===== src/rtl/mem_port_arbiter.sv =====
// rtl/mem_port_arbiter.sv - IF/DM arbiter onto one single-ported memory, DM priority with IF anti-starvation.
// Optional ARB_PERF_EN adds per-port wait-cycle counters.
module mem_port_arbiter #(
    parameter int ADDR_W     = 32,
    parameter int DATA_W     = 32,
    parameter int STARVE_MAX = 4
) (
    input  logic              clk_i,
    input  logic              rst_i,
    input  logic              start_i,
    input  logic              if_req_i,
    input  logic [ADDR_W-1:0] if_addr_i,
    output logic [DATA_W-1:0] if_rdata_o,
    output logic              if_ack_o,
    input  logic              dm_req_i,
    input  logic              dm_we_i,
    input  logic [ADDR_W-1:0] dm_addr_i,
    input  logic [DATA_W-1:0] dm_wdata_i,
    output logic [DATA_W-1:0] dm_rdata_o,
    output logic              dm_ack_o,
    output logic              mem_req_o,
    output logic              mem_we_o,
    output logic [ADDR_W-1:0] mem_addr_o,
    output logic [DATA_W-1:0] mem_wdata_o,
    input  logic [DATA_W-1:0] mem_rdata_i,
    input  logic              mem_ack_i,
    output logic              stall_o
`ifdef ARB_PERF_EN
    ,
    output logic [31:0]       if_wait_cnt_o,
    output logic [31:0]       dm_wait_cnt_o
`endif
);

    localparam int SW = (STARVE_MAX > 0) ? $clog2(STARVE_MAX + 1) : 1;
    localparam logic [SW-1:0] STARVE_LIM = SW'(STARVE_MAX);

    typedef enum logic [1:0] {IDLE, BUSY_IF, BUSY_DM, RESP} state_t;

    state_t          state_q, state_d;
    logic            owner_if_q;
    logic [SW-1:0]   starve_q;
    logic            if_win, grant_if, grant_dm, busy;

    // IF takes the slot when alone or once DM has beaten it STARVE_MAX times in a row
    assign if_win = if_req_i && (!dm_req_i || (starve_q == STARVE_LIM));
    assign busy   = (state_q == BUSY_IF) || (state_q == BUSY_DM);

    always_comb begin
        state_d  = state_q;
        grant_if = 1'b0;
        grant_dm = 1'b0;
        case (state_q)
            IDLE: begin
                if (start_i && (if_req_i || dm_req_i)) begin
                    if (if_win) begin
                        state_d  = BUSY_IF;
                        grant_if = 1'b1;
                    end else begin
                        state_d  = BUSY_DM;
                        grant_dm = 1'b1;
                    end
                end
            end
            BUSY_IF, BUSY_DM: begin
                if (mem_ack_i) state_d = RESP;
            end
            default: state_d = IDLE;
        endcase
    end

    always_ff @(posedge clk_i or negedge rst_i) begin
        if (!rst_i) begin
            state_q     <= IDLE;
            owner_if_q  <= 1'b0;
            starve_q    <= '0;
            mem_we_o    <= 1'b0;
            mem_addr_o  <= '0;
            mem_wdata_o <= '0;
            if_rdata_o  <= '0;
            dm_rdata_o  <= '0;
        end else begin
            state_q <= state_d;
            if (grant_if || grant_dm) begin
                owner_if_q  <= grant_if;
                mem_we_o    <= grant_dm && dm_we_i;
                mem_addr_o  <= grant_if ? if_addr_i : dm_addr_i;
                mem_wdata_o <= grant_if ? '0 : dm_wdata_i;
            end
            if (busy && mem_ack_i) begin
                if (owner_if_q)     if_rdata_o <= mem_rdata_i;
                else if (!mem_we_o) dm_rdata_o <= mem_rdata_i;
            end
            if (grant_if)
                starve_q <= '0;
            else if (grant_dm && if_req_i && (starve_q != STARVE_LIM))
                starve_q <= starve_q + SW'(1);
            else if ((state_q == IDLE) && !if_req_i)
                starve_q <= '0;
        end
    end

    assign mem_req_o = busy;
    assign if_ack_o  = (state_q == RESP) && owner_if_q;
    assign dm_ack_o  = (state_q == RESP) && !owner_if_q;
    assign stall_o   = (if_req_i && !if_ack_o) || (dm_req_i && !dm_ack_o);

`ifdef ARB_PERF_EN
    always_ff @(posedge clk_i or negedge rst_i) begin
        if (!rst_i) begin
            if_wait_cnt_o <= '0;
            dm_wait_cnt_o <= '0;
        end else begin
            if (if_req_i && !if_ack_o && (if_wait_cnt_o != '1))
                if_wait_cnt_o <= if_wait_cnt_o + 32'd1;
            if (dm_req_i && !dm_ack_o && (dm_wait_cnt_o != '1))
                dm_wait_cnt_o <= dm_wait_cnt_o + 32'd1;
        end
    end
`endif

endmodule

===== config.mk =====
export PLATFORM = sky130hd
export DESIGN_NAME = mem_port_arbiter
export DESIGN_NICKNAME = d
export VERILOG_FILES = /design/src/rtl/mem_port_arbiter.sv
export SDC_FILE = /design/constraint.sdc
export NUM_CORES = 1
export LEC_CHECK = 0
export BUFFER_PORTS_ARGS = -buffer_cell sky130_fd_sc_hd__buf_2
export CELL_PAD_IN_SITES_DETAIL_PLACEMENT = 1
export CELL_PAD_IN_SITES_GLOBAL_PLACEMENT = 1
export CORE_MARGIN = 5
export CORE_UTILIZATION = 37
export CTS_CLUSTER_SIZE = 10
export DETAILED_ROUTE_END_ITERATION = 8
export GPL_TIMING_DRIVEN = 0
export HOLD_SLACK_MARGIN = 0.06
export PLACE_DENSITY_LB_ADDON = 0.1
export SLEW_MARGIN = 40
export SYNTH_ARGS = -nofsm -noshare
export SYNTH_HDL_FRONTEND = slang
export SYNTH_SLANG_ARGS = --single-unit

===== constraint.sdc =====
create_clock -name clk_i -period 3 [get_ports clk_i]
set_input_delay 0.45 -clock clk_i [delete_from_list [all_inputs] [get_ports clk_i]]
set_output_delay 0.45 -clock clk_i [all_outputs]
set_load 0.01 [all_outputs]

==> reports/qor.yml <==
layout:
  multi_input_area_sq_um: 2079
  layout.nets: 936
  seqCellArea_sq_um: 3378
  finish.utilization_pct: 52.31
  syn2layout_area_growth_pct: 39.44
  fillCellCount: 1770
  postLayoutCellArea_sq_um: 7923
  stdcell_count: 998
  layout-drive-gt1-share_pct: 48.02
grt:
  track_usage_pct: 20.90
  overflow: 0
  use_met3_pct: 6.864
  grt_max_degree: 62
  grt_util_met2_pct: 36.10
  grt.busiest_layer: "met2"
  antenna_found_initial: 3
  use_met1_pct: 23.89
  grt_pass1_vias: 5589
  grt_pass1_wl_um: 29610
critical_path:
  r2r_start: "state_q[0]"
  rr_worst_depth: 6
  ff2ff_setup_slack_ns: 0.92
  cp.required_ns: 3.29
  slowest_delay_ns: 0.45
  critPathTopFamily: "simple AND/OR/NAND/NOR gates"
  startpoint: "state_q[0]"
  reg2reg_to: "dm_rdata_o[28]"
  endpoint_kind: "flip-flop"
  arrival_ns: 2.37
  crit_chain: "inv_1, ha_1, nand2_1, nor3_4, buf_6, mux2_2"
  cp-start-kind: "flip-flop"
  critPathSlowestCell: "ha_1"
  cp.depth: 6
  path_max_fanout: 10
  crit_buf_inv: 2
  crit_end: "dm_rdata_o[28]"
  path_class: "reg2reg"
sta:
  tns_ns: 0
  maxSlewHeadroom_pct: 62.96
  period_share_pct: 69.33
  layout_setup_ws_ns: 0.9200
  hold_viol: 0
  fin_hold_ws_ns: 0.2675
  max_freq_ghz: 0.4808
  setup_viol: 0
  fin_skew_ns: 0.007258
  slew_violations: 0
  rsz0062_at_grt: "no"
  worst_pin_slew_ns: 0.5532
  period_minus_slack_ns: 2.080
worst_hold_path:
  hp-start: "mem_rdata_i[5]"
  holdCritPathClass: "in2reg"
drt:
  via_per_inst: 5.050
  drcViolationCount: 0
  wirelength_um: 18510
  dr.pass1.iters: 4
  drtIter0Drc: 156
  ant_nets: 0
  vias: 5040
  wl_per_cell_um: 18.55
clock_network:
  postCtsSetupBuffers: 0
  root_buffer: "clkbuf_16"
  cts_tree: "done"
  cts_buffer_depth: 2
  h-tree-depth: 4
  cts_sinks: 135
  post_cts_resize_count: 0
  path_clk_slew_ns: 0.06
  postCtsHoldBufs: 1
  cts_buffers: 17
  clkLatencyLatePin_ns: 0.41
yosys:
  seq_area_frac_synth_pct: 59.46
  synth_top_area_cell: "dfrtp_1"
  ys_ff_latch: 135
  synthTopCellsByArea: "dfrtp_1 59%, mux2_2 11%, o21ai_0 5.7%, nand2_1 4.4%, a31oi_1 3.9%"
  syn_inst: 507
  yosysUniqueCellTypes: 33
  yosysTopAreaCellShare_pct: 59.46
  syn_area_sq_um: 5682
  synth_fp_nets: 647
  ys_warn_count: 0
  synth.avg_cell_area_sq_um: 11.21
floorplan:
  dieArea_sq_um: 17930
  start_util_pct: 37.51
  row_count: 45
  die_w_um: 133.9
  ios: 268
  die_y_um: 133.9
  core_area_sq_um: 15150
place:
  dpl.hpwl_um: 14240
  placedCellCount: 964
  placed_cell_area_sq_um: 7318
  numPortBuffers: 267
  gpl.final_weighted_congestion: 0.8442
  place_ws_ns: 0.9478
power:
  power.density_nw_per_um2: 1084
  vdd_drop_max_uv: 421.6
  power_leakage_nw: 3.874
  finalPower_mw: 8.592
run:
  max-cap-violations: 0
outcome:
  status: "finished, final reports clean"
cells in the mapped netlist (all sizes together):
library cell,n
nand2b,2
o211ai,2
a21oi,1
nor2,34
a21bo,1
o21ai,68
o2bb2ai,1
inv,7
a31oi,35
ha,5
nand3,35
buf,26
a21boi,1
dfrtp,135
mux2,65
mux2i,2
o221ai,1
and2,1
and3,1
o21a,2
clkbuf,11
nand3b,1
o211a,1
nor3,1
nor2b,1
nand2,67
layout make-up:
type / count / area share (%)
Buffer: 37 / 2.495
Sequential cell: 135 / 42.64
Clock buffer: 20 / 5.891
Inverter: 7 / 0.3316
Multi-Input combinational cell: 328 / 26.25
Antenna cell: 2 / 0.06317
Tap cell: 188 / 2.969
Clock inverter: 11 / 1.548
Timing Repair Buffer: 270 / 17.81
registers in the layout, summed over array words and instances, names as in the netlist:
signal,count
dm_rdata_o,32
if_rdata_o,32
mem_addr_o,32
mem_wdata_o,32
starve_q,3
state_q,2
mem_we_o,1
owner_if_q,1
cell families (layout without fill, tap and decap cells):
family | count (synthesis) | after routing | share of synthesized area (%)
muxes | 67 | 67 | 13.23
AOI/OAI and AO/OA | 113 | 113 | 11.45
adders and majority gates | 5 | 5 | 1.101
and+or+nand+nor | 143 | 143 | 10.81
other | 0 | 2 | 0
buffers and inverters | 44 | 345 | 3.942
DFF | 135 | 135 | 59.46
placed cells by master, fill, tap and decap left out, drive strengths merged, types with 2 or more instances in the layout:
cell type    n
buf        295
dfrtp      135
o21ai       68
nand2       67
mux2        65
a31oi       35
nand3       35
nor2        34
clkbuf      31
inv          9
ha           5
clkinvlp     4
clkinv       3
diode        2
mux2i        2
o211ai       2
o21a         2
nand2b       2
bufinv       2
power by group:
part / switching, mW / internal [mW] / total, mW
Combinational: 1.80 / 1.52 / 3.33
Sequential: 0.482 / 2.71 / 3.19
Clock: 0.789 / 1.28 / 2.07
Total: 3.07 / 5.52 / 8.59
layer usage:
| layer | wire length (um) | vias to the layer above |
|---|---|---|
| met3 | 1394 | 38 |
| met2 | 9341 | 190 |
| met1 | 7240 | 2461 |
| met4 | 524 | 2 |
| met5 | 9 | - |
| li1 | - | 2349 |
worst min-delay path by stage:
stage / endpoint / depth (start not counted)
2_1_floorplan: dm_rdata_o[0] / 0
3_3_place_gp: mem_wdata_o[2] / 2
3_5_place_dp: dm_rdata_o[24] / 1
4_1_cts: if_rdata_o[5] / 2
5_1_grt: if_rdata_o[5] / 2
6_report: if_rdata_o[5] / 2
No activity file was read; power rests on OpenSTA's default activity.
